$ cat src/rtl/input_port_buffer.sv
// Synchronised, stability-filtered input capture feeding a first-word-fall-through FIFO for the CPU input port.
// Optional INPUT_PORT_OVERWRITE_EN: a push into a full FIFO overwrites the oldest word instead of dropping the new one.
module input_port_buffer #(
  parameter int DATA_W        = 16,
  parameter int DEPTH         = 4,
  parameter int STABLE_CYCLES = 4
) (
  input  logic                   clk,
  input  logic                   reset,
  input  logic [DATA_W-1:0]      ext_pin,
  input  logic                   ext_strobe,
  input  logic                   cpu_rd,
  input  logic                   ovf_clr,
  output logic [DATA_W-1:0]      input_pin,
  output logic                   input_enable,
  output logic                   full,
  output logic                   overflow,
  output logic [$clog2(DEPTH):0] count
);

  localparam int PW = $clog2(DEPTH);
  localparam int CW = PW + 1;
  localparam int SW = $clog2(STABLE_CYCLES + 1);
`ifdef INPUT_PORT_OVERWRITE_EN
  localparam bit OVERWRITE = 1'b1;
`else
  localparam bit OVERWRITE = 1'b0;
`endif

  typedef enum logic [1:0] {IDLE, SETTLE, PUSH} state_t;

  logic [DATA_W-1:0] pin_s1, pin_s2, snapshot;
  logic              stb_s1, stb_s2, stb_s3, rise_q;
  logic [SW-1:0]     stable_cnt;
  state_t            state;

  logic [DATA_W-1:0] mem [DEPTH];
  logic [PW-1:0]     wr_ptr, rd_ptr;
  logic              push, pop, push_ok, drop, wr_en;
  logic [CW-1:0]     count_next;

  // Two-flop synchronisers; the strobe edge detect is registered so it is glitch-free
  always_ff @(posedge clk or negedge reset) begin
    if (!reset) begin
      pin_s1 <= '0;
      pin_s2 <= '0;
      stb_s1 <= 1'b0;
      stb_s2 <= 1'b0;
      stb_s3 <= 1'b0;
      rise_q <= 1'b0;
    end else begin
      pin_s1 <= ext_pin;
      pin_s2 <= pin_s1;
      stb_s1 <= ext_strobe;
      stb_s2 <= stb_s1;
      stb_s3 <= stb_s2;
      rise_q <= stb_s2 & ~stb_s3;
    end
  end

  always_ff @(posedge clk or negedge reset) begin
    if (!reset) begin
      state      <= IDLE;
      snapshot   <= '0;
      stable_cnt <= '0;
    end else begin
      case (state)
        IDLE: if (rise_q) begin
          snapshot   <= pin_s2;
          stable_cnt <= SW'(1);
          state      <= SETTLE;
        end
        SETTLE: if (pin_s2 != snapshot) begin
          snapshot   <= pin_s2;
          stable_cnt <= SW'(1);
        end else if (stable_cnt == SW'(STABLE_CYCLES)) begin
          state <= PUSH;
        end else begin
          stable_cnt <= stable_cnt + SW'(1);
        end
        default: state <= IDLE;
      endcase
    end
  end

  // A same-cycle pop frees a slot, so a push into a full FIFO still lands
  assign push       = (state == PUSH);
  assign pop        = cpu_rd & input_enable;
  assign push_ok    = push & (!full | pop);
  assign drop       = push & full & !pop;
  assign wr_en      = push_ok | (drop & OVERWRITE);
  assign count_next = count + CW'(push_ok) - CW'(pop);

  always_ff @(posedge clk) begin
    if (wr_en) mem[wr_ptr] <= snapshot;
  end

  always_ff @(posedge clk or negedge reset) begin
    if (!reset) begin
      wr_ptr       <= '0;
      rd_ptr       <= '0;
      count        <= '0;
      input_enable <= 1'b0;
      full         <= 1'b0;
      overflow     <= 1'b0;
    end else begin
      if (wr_en) wr_ptr <= wr_ptr + PW'(1);
      if (pop | (drop & OVERWRITE)) rd_ptr <= rd_ptr + PW'(1);
      count        <= count_next;
      input_enable <= (count_next != '0);
      full         <= (count_next == CW'(DEPTH));
      if (drop) overflow <= 1'b1;
      else if (ovf_clr) overflow <= 1'b0;
    end
  end

  assign input_pin = input_enable ? mem[rd_ptr] : '0;

endmodule

$ cat config.mk
export PLATFORM = sky130hd
export DESIGN_NAME = input_port_buffer
export DESIGN_NICKNAME = d
export VERILOG_FILES = /design/src/rtl/input_port_buffer.sv
export SDC_FILE = /design/constraint.sdc
export NUM_CORES = 1
export LEC_CHECK = 0
export CAP_MARGIN = 15
export CORE_ASPECT_RATIO = 0.8
export CORE_MARGIN = 2
export CORE_UTILIZATION = 46
export DETAILED_ROUTE_END_ITERATION = 6
export PLACE_DENSITY = 0.74
export SLEW_MARGIN = 10
export SYNTH_ARGS = -nofsm -noshare
export SYNTH_HDL_FRONTEND = slang
export SYNTH_SLANG_ARGS = --single-unit
$ cat constraint.sdc
create_clock -name clk -period 7.5 [get_ports clk]
set_clock_uncertainty 0.2 [all_clocks]
set_input_delay 1.875 -clock clk [delete_from_list [all_inputs] [get_ports clk]]
set_output_delay 1.875 -clock clk [all_outputs]
set_load 0.02 [all_outputs]
==> results.toml <==
[clock_tree]
postCtsHoldBufs = 0
clockRootBuffer = "clkbuf_16"
htree_num_levels = 4
clk_path_buf_depth = 2
postCtsSetupRepairBufs = 0
cts.sinks = 131
cts_tree = "built"
cts_made_buffers = 17
cts.repair.resized = 0
path_clk_slew_ns = 0.06
clk_latency_ns = 0.40

[critical_path]
crit_chain = "buf_16 -> mux4_2 -> and2_1 -> clkdlybuf4s50_1"
r2r_slack_ns = 4.13
r2r_end = "input_enable"
crit_cells = 4
critPathLaunch = "rd_ptr[0]"
path_buf_inv = 2
critPathKind = "flip-flop to primary output"
endpoint = "input_pin[4]"
cp.arrival_ns = 2.46
worst-r2r-cell-count = 11
cp_slowest_cell = "dfrtp_1"
critPathMaxStageDelay_ns = 0.62
worst_setup_path_start_kind = "flip-flop"
cp-end-kind = "primary output"
critical_path.top_delay_family = "buffers and inverters"
worstPathRequired_ns = 5.43
path_max_fanout = 13
reg2reg_from = "input_enable"

[floorplan]
io_pins = 43
floorplan.die_area_um2 = 11500
dieWidth_um = 119
start_util = 0.474
std_cell_rows = 33
core_area_um2 = 10300
fp.dieH_um = 96.3

[timing]
fin_hold_ws_ns = 0.145
max_slew_margin = 0.418
max_freq_mhz = 221
layout_setup_ws_ns = 2.97
fin_crit_ns = 4.53
setup_viol = 0
rsz0062_at_grt = "no"
slew_violations = 0
finalSetupTns_ns = 0
final_hold_viol_count = 0
worst_slew_pin_slew_ns = 0.873
fin_crit_sh = 0.604

[final_layout]
final-seq-area_um2 = 3600
final_common_cell = "dfrtp_1"
syn2layout_area_growth_pct = 24.1
nNetsFinal = 354
final_cell_mix = "dfrtp_1, edfxtp_1, clkdlybuf4s50_1"
multi_input_comb_area_um2 = 1200
layout-drive-gt1-share = 0.205
insertedDiodeCount = 0
fin_cells = 477
final_area_um2 = 6070
fillCellCount = 784
finalCoreUtilization = 0.588

[synthesis]
synthArstFlopShare = 0.511
syn_area_um2 = 4900
ys_ff_latch = 131
synth_flop_cell = "dfrtp_1"
avgSynthCellArea_um2 = 18.3
yosysSeqAreaShare = 0.735
yosys_warnings = 0
synth-edff-count = 64
yosysUniqueCellTypes = 34
synthCells = 268
syn-num-nets = 298

[placed_design]
place_area_um2 = 5440
port_buffers = 42
gp_congestion = 0.687
dp.cells = 444
dp_slack_ns = 2.60
dpl.hpwl_mm = 4.69

[drt]
wl_mm = 7.93
viasPerCell = 4.90
firstDrtPassIters = 5
via_count = 2338
drtIter0Drc = 177
postRouteAntennaNets = 0
drc = 0
wire_per_inst_um = 16.6

[min_path]
hp-class = "flip-flop to flip-flop"

[grt]
grt_max_degree = 68
gr-total-overflow = 0
antenna_found_initial = 0
grt_pass1_wl_mm = 12.5
grt_pass1_vias = 2399
grt_usage = 0.151

[pwr]
total_power_mw = 2.13
vdd_drop_max_mv = 0.137
p_leak_nw = 2.29
powerDensity_nw_per_um2 = 351

[status]
status = "completed"

[flow_run]
maxCapViolCount = 0
-- per-layer routing --
| layer | routed length, µm | global-route usage |
|---|---|---|
| met5 | 0 | 0 |
| met4 | 89 | 0.0716 |
| met3 | 358 | 0.0474 |
| met2 | 3790 | 0.240 |
| met1 | 3690 | 0.192 |
-- area by class of cell --
class                           instances  area share
Clock inverter                          8     0.00989
Inverter                               11     0.00680
Clock buffer                           24      0.0898
Tap cell                              140      0.0288
Timing Repair Buffer                   44      0.0742
Sequential cell                       131       0.592
Multi-Input combinational cell        119       0.198
-- report_power, final --
part	leakage (nW)	internal [mW]	switching, mW
clock	0.299	0.511	0.297
sequential	1.37	0.801	0.0716
combinational	0.622	0.265	0.190
total	2.29	1.58	0.558
-- cell families (layout without fill, tap and decap cells) --
kind of cell / after synthesis / in the layout / share of synthesized area
muxes: 32 / 32 / 0.110
and+or+nand+nor: 43 / 43 / 0.0552
adders and majority gates: 9 / 9 / 0.0245
buffers and inverters: 18 / 87 / 0.0192
xor gates and xnor gates: 21 / 21 / 0.0376
DFF: 131 / 131 / 0.735
AOI/OAI and AO/OA: 14 / 14 / 0.0181
-- sequential cells by signal, summed over array words and instances, names as in the netlist --
register	cells
mem	64
stable_cnt	3
overflow	1
state	2
rise_q	1
count	3
snapshot	16
pin_s1	16
stb_s2	1
rd_ptr	2
input_enable	1
full	1
stb_s3	1
pin_s2	16
wr_ptr	2
stb_s1	1
-- Yosys cell counts, types with 2 or more instances --
cell      instances  area [µm²]
mux2_2           16         180
dfrtp_1          67        1680
edfxtp_1         64        1920
xnor2_1          21         184
nand2b_1          2        12.5
o21ai_0           5        25.0
nor2b_1           2        12.5
inv_1            11        41.3
a21oi_1           2        10.0
nand2_1           7        26.3
and2_1           20         125
mux4_2           16         360
clkbuf_1          3        11.3
buf_2             2        10.0
ha_1              8         100
nand4_1           4        25.0
-- worst min-delay path by stage --
stage,from,slack (ns),end,cells after the start
after floorplan,pin_s1[0],0.13,pin_s2[0],0
after global placement,pin_s1[12],0.13,pin_s2[12],0
after detailed placement,pin_s1[14],0.13,pin_s2[14],0
after CTS,pin_s1[14],0.15,pin_s2[14],0
after global routing,pin_s1[6],0.15,pin_s2[6],0
final,pin_s1[14],0.15,pin_s2[14],0
-- worst reg2reg max path, delay by kind of cell, from the launching register on --
family / cells / cell delay (ns)
fa+ha+maj: 3 / 0.86
simple gates: 2 / 0.52
xor+xnor: 2 / 0.33
flops: 1 / 0.67
buf+inv: 3 / 0.21
compound gates: 1 / 0.48
Power figures use the tool's default switching activity.
